==> src/rtl/fft64_result_packer.sv <==
// fft64_result_packer: packs the fft64 complex output stream into 128-bit words
// (four sign-extended {im, re} lanes per word, 16 words per 64-point frame) and
// buffers up to two finished words in front of the result writer.
module fft64_result_packer #(
    parameter int DW     = 11,
    parameter int LANE_W = 32,
    parameter int LANES  = 4,
    parameter int FRAME  = 64
) (
    input  logic                    CLK,
    input  logic                    RST,
    input  logic                    valid_i,
    input  logic signed [DW-1:0]    xr,
    input  logic signed [DW-1:0]    xi,
    output logic                    full,
    output logic [LANE_W*LANES-1:0] writer_data,
    output logic                    writer_en,
    input  logic                    writer_full,
    output logic                    frame_done,
    output logic                    overflow,
    output logic [1:0]              state
);

    localparam int WORD_W  = LANE_W * LANES;
    localparam int HALF_W  = LANE_W / 2;
    localparam int WPF     = FRAME / LANES;
    localparam int LANE_AW = $clog2(LANES);
    localparam int SAMP_AW = $clog2(FRAME);
    localparam int WORD_AW = $clog2(WPF);

    typedef enum logic [1:0] {
        IDLE  = 2'd0,
        FILL  = 2'd1,
        DRAIN = 2'd2
    } state_t;

    state_t               state_q;
    logic [WORD_W-1:0]    asm_q, asm_d;
    logic [LANE_AW-1:0]   lane_q, lane_d;
    logic [SAMP_AW-1:0]   sample_cnt_q;
    logic [WORD_AW-1:0]   word_cnt_q;
    logic [WORD_W-1:0]    mem_q [2];
    logic                 wr_ptr_q, rd_ptr_q;
    logic [1:0]           count_q, count_d;
    logic                 overflow_q;

    logic                 accept, push, pop;
    logic [LANE_W-1:0]    sample_word;
    logic [WORD_W-1:0]    word_in;

    assign sample_word = {{(HALF_W-DW){xi[DW-1]}}, xi, {(HALF_W-DW){xr[DW-1]}}, xr};

    // full depends only on registered occupancy, so a push can never overrun the queue
    assign full        = (count_q == 2'd2);
    assign accept      = valid_i & ~full;
    assign push        = accept & (lane_q == LANE_AW'(LANES-1));
    assign writer_en   = (count_q != 2'd0) & ~writer_full;
    assign pop         = writer_en;
    assign writer_data = (count_q != 2'd0) ? mem_q[rd_ptr_q] : '0;
    assign frame_done  = writer_en & (word_cnt_q == WORD_AW'(WPF-1));
    assign overflow    = overflow_q;
    assign state       = state_q;

    // Next-state for the lane assembler and the queue occupancy
    always_comb begin
        word_in = asm_q;
        word_in[LANE_W*lane_q +: LANE_W] = sample_word;
        asm_d   = asm_q;
        lane_d  = lane_q;
        if (accept) begin
            if (push) begin
                asm_d  = '0;
                lane_d = '0;
            end else begin
                asm_d  = word_in;
                lane_d = lane_q + 1'b1;
            end
        end
        case ({push, pop})
            2'b10:   count_d = count_q + 2'd1;
            2'b01:   count_d = count_q - 2'd1;
            default: count_d = count_q;
        endcase
    end

    // Datapath registers: assembler, counters, word queue, sticky overflow
    always_ff @(posedge CLK) begin
        if (RST) begin
            asm_q        <= '0;
            lane_q       <= '0;
            sample_cnt_q <= '0;
            word_cnt_q   <= '0;
            wr_ptr_q     <= 1'b0;
            rd_ptr_q     <= 1'b0;
            count_q      <= '0;
            overflow_q   <= 1'b0;
        end else begin
            asm_q   <= asm_d;
            lane_q  <= lane_d;
            count_q <= count_d;
            if (accept)
                sample_cnt_q <= sample_cnt_q + 1'b1;
            if (push) begin
                mem_q[wr_ptr_q] <= word_in;
                wr_ptr_q        <= ~wr_ptr_q;
            end
            if (pop) begin
                rd_ptr_q   <= ~rd_ptr_q;
                word_cnt_q <= word_cnt_q + 1'b1;
            end
            if (valid_i & full)
                overflow_q <= 1'b1;
        end
    end

    // Frame-level debug FSM; DRAIN re-enters FILL directly so frames can run back to back
    always_ff @(posedge CLK) begin
        if (RST) begin
            state_q <= IDLE;
        end else begin
            case (state_q)
                IDLE:  if (accept) state_q <= FILL;
                FILL:  if (accept && sample_cnt_q == SAMP_AW'(FRAME-1)) state_q <= DRAIN;
                DRAIN: begin
                    if (accept)
                        state_q <= FILL;
                    else if (count_q == 2'd0)
                        state_q <= IDLE;
                end
                default: state_q <= IDLE;
            endcase
        end
    end

endmodule

==> config.mk <==
export PLATFORM = sky130hd
export DESIGN_NAME = fft64_result_packer
export DESIGN_NICKNAME = d
export VERILOG_FILES = /design/src/rtl/fft64_result_packer.sv
export SDC_FILE = /design/constraint.sdc
export NUM_CORES = 1
export LEC_CHECK = 0
export BUFFER_PORTS_ARGS = -buffer_cell sky130_fd_sc_hd__buf_2
export CAP_MARGIN = 20
export CORE_MARGIN = 10
export CORE_UTILIZATION = 43
export DETAILED_ROUTE_END_ITERATION = 10
export SLEW_MARGIN = 5
export SYNTH_ARGS = -nofsm -noshare
export SYNTH_HDL_FRONTEND = slang
export SYNTH_SLANG_ARGS = --single-unit
==> constraint.sdc <==
create_clock -name CLK -period 12.1 [get_ports CLK]
set_input_delay 2.42 -clock CLK [delete_from_list [all_inputs] [get_ports CLK]]
set_output_delay 2.42 -clock CLK [all_outputs]
set_load 0.01 [all_outputs]
After elaboration in Yosys (flattened, before gate mapping)
Memory sizes are Yosys's and may differ from the RTL's. A register that Yosys moved wholly into a read port is not among the register bits.
Cells that the tools add are included.
W data, S select, Z words.
- $add $sub $neg: 6
- eq/ne operators: 11
- shift operators: 2
- multiplexer cells: 15
- bitwise logic cells: 9
- reduce and logical (&&, ||, !) cells: 6
- operators by type and width (cell ; number):
    $mux W128 ; 2
    $bwmux W128 ; 1
    $shift A32 B34 Y128 const A ; 1
    $shiftx A32 B34 Y128 ; 1
    $neg A7 Y34 ; 1
    $mux W2 ; 5
    $eq A2 B2 Y1 const B ; 4
    $add A6 B1 Y6 const B ; 1
    $eq A6 B6 Y1 const B ; 1
    $pmux W2 S3 ; 1
    $and A1 B1 Y1 ; 5
    $mux W1 ; 5
    $add A2 B1 Y2 const B ; 2
    $add A4 B1 Y4 const B ; 1
    $eq A2 B1 Y1 const B ; 2
    $eq A4 B4 Y1 const B ; 1
    $logic_not A2 Y1 ; 2
    $ne A2 B2 Y1 const B ; 2
    $not A1 Y1 ; 4
    $pmux W2 S2 ; 1
    $reduce_bool A2 Y1 ; 2
    $ne A3 B3 Y1 const B ; 1
    $reduce_and A3 Y1 ; 1
    $sub A2 B1 Y2 const B ; 1
    $logic_and A1 B1 Y1 ; 1
- flip-flop bits (word level): 147
- memory bits (writable): 256
- output and inout bits: 134
- logic and storage cells: 59
- memories: 1
- memories (memory ; depth ; width ; read ports ; clocked after memory_dff ; wr ports ; line ; RTL):
    mem_q ; 2 ; 128 ; 1 ; 1 ; 1 ; 42 ; logic [WORD_W-1:0] mem_q [2];

Depth between registers and ports, before layout
Gate-level depths: netlist (run 1).
- word-level depth: 7
- depth in mapped cells: 9
- mapped depth without buffers: 6

Least setup slack after synthesis (run 1)
Ideal clock, no wire load.
- path kind: in2reg
- from: in valid_i
- to: mem mem_q[1][0] in the netlist's numbering, enable pin
- arrival: 12.081 ns
- required time: 11.302 ns
- slack: -0.780 ns
- stages on the path: 3
- cell sequence: buf_2 nand3_1 nor3b_1
- cells in the longest elaborated chain, start to end: 5
- ends and longest elaborated chain (item ; line ; RTL):
    start, declared ; 12 ; input logic valid_i,
    $and A1 B1 Y1 ; 55 ; assign accept = valid_i & ~full;
    $and A1 B1 Y1 ; 56 ; assign push = accept & (lane_q == LANE_AW'(LANES-1));
    $mux W1 ; 103 ; if (push) begin
    $mux W1 ; 88 ; if (RST) begin
    $mux W1 (not written as such) ; 104 ; mem_q[wr_ptr_q] <= word_in;
    end, declared ; 42 ;
Every way passes these cells.

==> results of run 1 <==
where the power goes:
part,total [uW],leakage [uW],switching [uW],internal [uW]
Combinational,118,0.00252,84.7,32.8
Sequential,1470,0.00371,5.90,1470
Clock,1210,0.000628,497,715
cells by family after synthesis:
logic type	synth area share [%]
flops	66.7
fa+ha+maj	0.627
xor+xnor	0.659
simple gates	8.31
mux	8.03
buf+inv	5.29
compound gates	10.3
per-layer routing:
| metal | wire length, um | global-route usage, % | vias to the layer above |
|---|---|---|---|
| li1 | - | - | 4771 |
| met1 | 16100 | 20.5 | 4783 |
| met2 | 18100 | 26.8 | 216 |
| met3 | 2210 | 3.96 | 57 |
| met4 | 1040 | 5.71 | 4 |
| met5 | 16 | 0 | - |
metrics by stage:
step	total power, uW	util [%]	instances	area (um^2)
after floorplan	1570	-	1283	16000
after global placement	1620	46.6	1845	17000
after detailed placement	1620	46.6	1846	17100
after CTS	2830	50.1	1922	18400
after global routing	2900	50.2	1924	18400
final	2800	50.2	1924	18400
worst max path at each step:
| stage | start | to | slack (ns) |
|---|---|---|---|
| after floorplan | valid_i | mem_q[1][0]$_DFFE_PP_ | 3.79 |
| after global placement | writer_full | frame_done | 6.51 |
| after detailed placement | writer_full | frame_done | 6.49 |
| after CTS | flip-flop | writer_data[92] | 6.02 |
| after global routing | flip-flop | writer_data[92] | 5.88 |
| final | flip-flop | writer_data[92] | 6.11 |
final cells by class:
class                           count  area [um^2]
Clock inverter                     14          119
Inverter                          113          424
Fill cell                        3290        18200
Timing Repair Buffer              174          923
Clock buffer                       62         1180
Tap cell                          468          586
Multi-Input combinational cell    689         4500
Sequential cell                   404        10700
flip-flops by register name (all words and copies together), names as in the netlist, named ones only:
signal        count
mem_q           256
rd_ptr_q          1
state             2
lane_q            2
word_cnt_q        4
wr_ptr_q          1
asm_q           128
sample_cnt_q      6
count_q           2
overflow          1
worst register-to-register path: stages (launching register included):
cell     delay (ns)
dfxtp_1        0.46
inv_1          0.14
ha_1           0.37
buf_4          0.29
nor2_1         0.16
and4b_1        0.86
and3_1         1.02
a22o_1         0.30
cell usage in the layout (no fill, tap or decap), types with 16 or more instances in the layout:
cell type and n:
inv_1 113, a21o_1 24, dfxtp_1 147, a22o_1 86, nor2_1 148, clkbuf_1 16
nand2_1 85, clkbuf_16 43, and2_1 32, o21ai_0 110, buf_2 159, edfxtp_1 256
mux2i_1 128
==> results.yml, run 1 <==
logic_synthesis:
  synth_area_um2: 16000
  ys_types: 41
  yosysWarnings: 0
  syn-num-nets: 1317
  synth_async_sr_flop_share_pct: 0
  ys_top_cells_by_area: "edfxtp_1, dfxtp_1, mux2i_1, a22o_1, nor2_1"
  syn_inst: 1283
  yosysSeqAreaShare_pct: 66.7
  synth_common_cells: "edfxtp_1, nor2_1, dfxtp_1, mux2i_1, inv_1"
  synth_flop_cell: "edfxtp_1"
  synth_top_area_cell: "edfxtp_1"
  synth_top_area_share_pct: 48.2
  yosysMostFrequentCell: "edfxtp_1"
  syn_area_per_cell_um2: 12.4
  synth-seq-cells: 404
  synth_edf_count: 256
clocking:
  h-tree-depth: 2
  cts_tree: "yes"
  clk_path_buf_depth: 3
  path_clk_slew_ns: 0.05
  cts-root-buf: "clkbuf_16"
  post_cts_buffers: 0
  clk_latency_ns: 0.54
  cts_hold_buffers: 0
  cts.repair.resized: 0
  clock-sinks: 404
  cts_made_buffers: 41
worst_setup_path:
  path_cells: "buf_4, buf_4, mux2i_1, nor2_1, buf_2"
  r2r_end: "asm_q[69]$_SDFFE_PP0P_"
  critPathLaunchType: "flip-flop"
  crit_path_top_delay_cell: "buf_4"
  path_common_cell: "buf_4"
  cp_data_arrival_time_ns: 3.57
  cp-end-kind: "primary output"
  cp_slowest_stage_delay_ns: 0.94
  worstReg2RegStart: "lane_q[0]$_SDFFE_PP0P_"
  crit_fanout: 57
  reg2reg_slack_ns: 8.43
  path_class: "flip-flop to primary output"
  worst-path-stages: 5
  critPathBufInv: 3
  required_ns: 9.68
  reg2reg_depth: 7
  cp_top_family: "buffers and inverters"
sta:
  worst_slack_ns: 6.11
  fmax_ghz: 0.167
  fin_worst_skew_ns: 0.0149
  setup_violations: 0
  finalCriticalPeriod_ns: 5.99
  hold_violations: 0
  rsz0062_at_grt: "false"
  holdWs_ns: 0.450
  post-route-period-util_pct: 49.5
  slew_headroom_pct: 26.3
  finalMaxSlewViolations: 0
  tightestPinTransition_ns: 1.11
  finalSetupTns_ns: 0
min_path:
  whs_path_depth: 1
  min_to: "asm_q[13]$_SDFFE_PP0P_"
  hold_class: "flip-flop to flip-flop"
  hold_start: "asm_q[13]$_SDFFE_PP0P_"
route:
  via_per_inst: 5.11
  drt_iter0_drc: 664
  wirelength_um: 37500
  post-route-drc-count: 0
  firstDrtPassIters: 5
  ant_nets: 0
  wl_per_cell_um: 19.5
  vias: 9831
flow_run:
  maxCapViolCount: 0
power:
  leakagePower_uw: 0.00686
  vdd_drop_max_mv: 0.0831
  power_density_nw_per_um2: 152
final_layout:
  n_antenna_cell: 0
  drive_gt1_share_pct: 16.8
  syn_to_final_growth_pct: 15.2
  nets: 1457
floorplanning:
  rows: 70
  die_y_um: 213
  initial_core_util_pct: 43.6
  dieArea_um2: 45200
  fp.dieW_um: 213
  io_pins: 160
  coreArea_um2: 36600
global_routing:
  grt_use_total_pct: 16.3
  grt_start_max_net_pins: 82
  antenna_found_initial: 2
  grt_pass1_wl_um: 56600
  overflow: 0
  grt_pass1_vias: 9594
placed_design:
  place_ws_ns: 6.49
  dp_hpwl_um: 23500
  portBuffers: 159
  gp_congestion: 0.737
outcome:
  run_status: "finished, final reports clean"
Note: power is estimated with default switching activity, not from simulation.
==> inputs of run 2 (changes only) <==
clock period = 5.8 ns   (was 12.1 ns; I/O delays follow)
==> results.yml, run 2 (synthesized netlist as in run 1, its figures left out) <==
power:
  switching_share_pct: 21.1
  power_density_nw_per_um2: 318
  power_uw: 5880
  pwr-share-clk_pct: 43.6
  vdd_drop_max_mv: 0.177
  internal_power_uw: 4630
  leakagePower_uw: 0.00690
  switching_power_uw: 1240
  combPwrFrac_pct: 4.1
  p_seq_share_pct: 52.3
sta:
  fmax_ghz: 0.257
  tightestPinTransition_ns: 1.18
  finalMaxSlewViolations: 0
  worst_slack_ns: 1.91
  slew_headroom_pct: 20.9
  finalSetupTns_ns: 0
  holdWs_ns: 0.449
  fin_worst_skew_ns: 0.0259
  setup_violations: 0
  rsz0062_at_grt: "false"
  finalCriticalPeriod_ns: 3.89
  post-route-period-util_pct: 67.0
  hold_violations: 0
final_layout:
  nets: 1459
  nFillCells: 3231
  drive_gt1_share_pct: 17.2
  largest_reg_flops: 256
  n_antenna_cell: 0
  syn_to_final_growth_pct: 15.7
  final_cell_mix: "edfxtp_1, buf_2, nor2_1, dfxtp_1, mux2i_1"
  layout_commonest_cell: "edfxtp_1"
  top_register: "mem_q"
  reg_top3: "mem_q (256), asm_q (128), sample_cnt_q (6)"
clocking:
  post_cts_buffers: 0
  cts-root-buf: "clkbuf_16"
  h-tree-depth: 2
  cts_made_buffers: 41
  cts_hold_buffers: 0
  clock-sinks: 404
  path_clk_slew_ns: 0.06
  cts_tree: "yes"
  cts.repair.resized: 0
  clk_latency_ns: 0.53
  clk_path_buf_depth: 3
route:
  wirelength_um: 37700
  vias: 9750
  drt_iter0_drc: 670
  via_per_inst: 5.07
  firstDrtPassIters: 5
  ant_nets: 0
  wl_per_cell_um: 19.6
  post-route-drc-count: 0
worst_setup_path:
  required_ns: 4.64
  path_class: "flip-flop to primary output"
  cp-end-kind: "primary output"
  critPathLaunchType: "flip-flop"
  crit_fanout: 59
  cp_data_arrival_time_ns: 2.73
global_routing:
  grt_pass1_wl_um: 57500
  grt_start_max_net_pins: 129
  grt_pass1_vias: 9641
  antenna_found_initial: 1
  grt_use_total_pct: 16.5
  overflow: 0
placed_design:
  place_ws_ns: 2.40
  gp_congestion: 0.756
  portBuffers: 159
  dp_hpwl_um: 24000
floorplanning:
  die_y_um: 213
  fp.dieW_um: 213
  io_pins: 160
  rows: 70
  initial_core_util_pct: 43.6
  coreArea_um2: 36600
  dieArea_um2: 45200
min_path:
  hold_class: "flip-flop to flip-flop"
flow_run:
  maxCapViolCount: 0
outcome:
  run_status: "finished, final reports clean"
==> run 2: cell count changes in the layout (fill, tap and decap cells not counted), moves of 2 or more <==
cell / before / now
clkbuf_1: 16 / 13
buf_12: 0 / 3
clkinv_1: 6 / 3
buf_4: 13 / 11
clkinv_2: 4 / 9
==> run 2: final cells by class <==
class                           instances  area (um^2)  share of cell area, %
Timing Repair Buffer                  176          996                   5.40
Sequential cell                       404        10700                   57.7
Multi-Input combinational cell        689         4500                   24.4
Clock buffer                           58         1140                   6.18
Inverter                              113          424                   2.30
Clock inverter                         16          163                  0.881
Tap cell                              468          586                   3.17
==> run 2: through the flow <==
step                      area, um^2  std cells  util (%)
final                          18500       1924      50.4
after global routing           18500       1924      50.4
after CTS                      18400       1922      50.3
after detailed placement       17100       1848      46.7
after global placement         17100       1847      46.7
after floorplan                16000       1283         -
==> run 2: power groups by stage <==
stage                     clock network (uW)  registers (uW)  logic [uW]
after global placement                     0            3130         239
after floorplan                            0            3130         152
after CTS                               2610            3070         245
final                                   2560            3070         242
after detailed placement                   0            3140         244
after global routing                    2740            3070         266
==> run 2: worst paths after layout <==
| check | from | to | slack [ns] | cells past startpoint |
|---|---|---|---|---|
| worst min register to register | asm_q[43]$_SDFFE_PP0P_ | asm_q[43]$_SDFFE_PP0P_ | 0.45 | 1 |
| worst min-delay path | asm_q[43]$_SDFFE_PP0P_ | asm_q[43]$_SDFFE_PP0P_ | 0.45 | 1 |
| worst max register to register | lane_q[0]$_SDFFE_PP0P_ | asm_q[16]$_SDFFE_PP0P_ | 2.77 | 5 |
| worst max-delay path | flip-flop | writer_data[1] | 1.91 | 4 |
==> run 2: layer usage <==
layer  part of all wire (%)  vias up  global-route usage, %
met5                  0.053        -                      0
met4                    2.3        2                   5.17
met3                    5.3       49                   3.30
met2                     48      212                   27.0
met1                     44     4724                   21.5
li1                       -     4763                      -
==> run 2: worst max-delay path: stages (launching register included) <==
cell and delay (ns):
dfxtp_4 1.02, buf_4 0.49, mux2i_1 0.33, nor2_1 0.08, buf_2 0.19
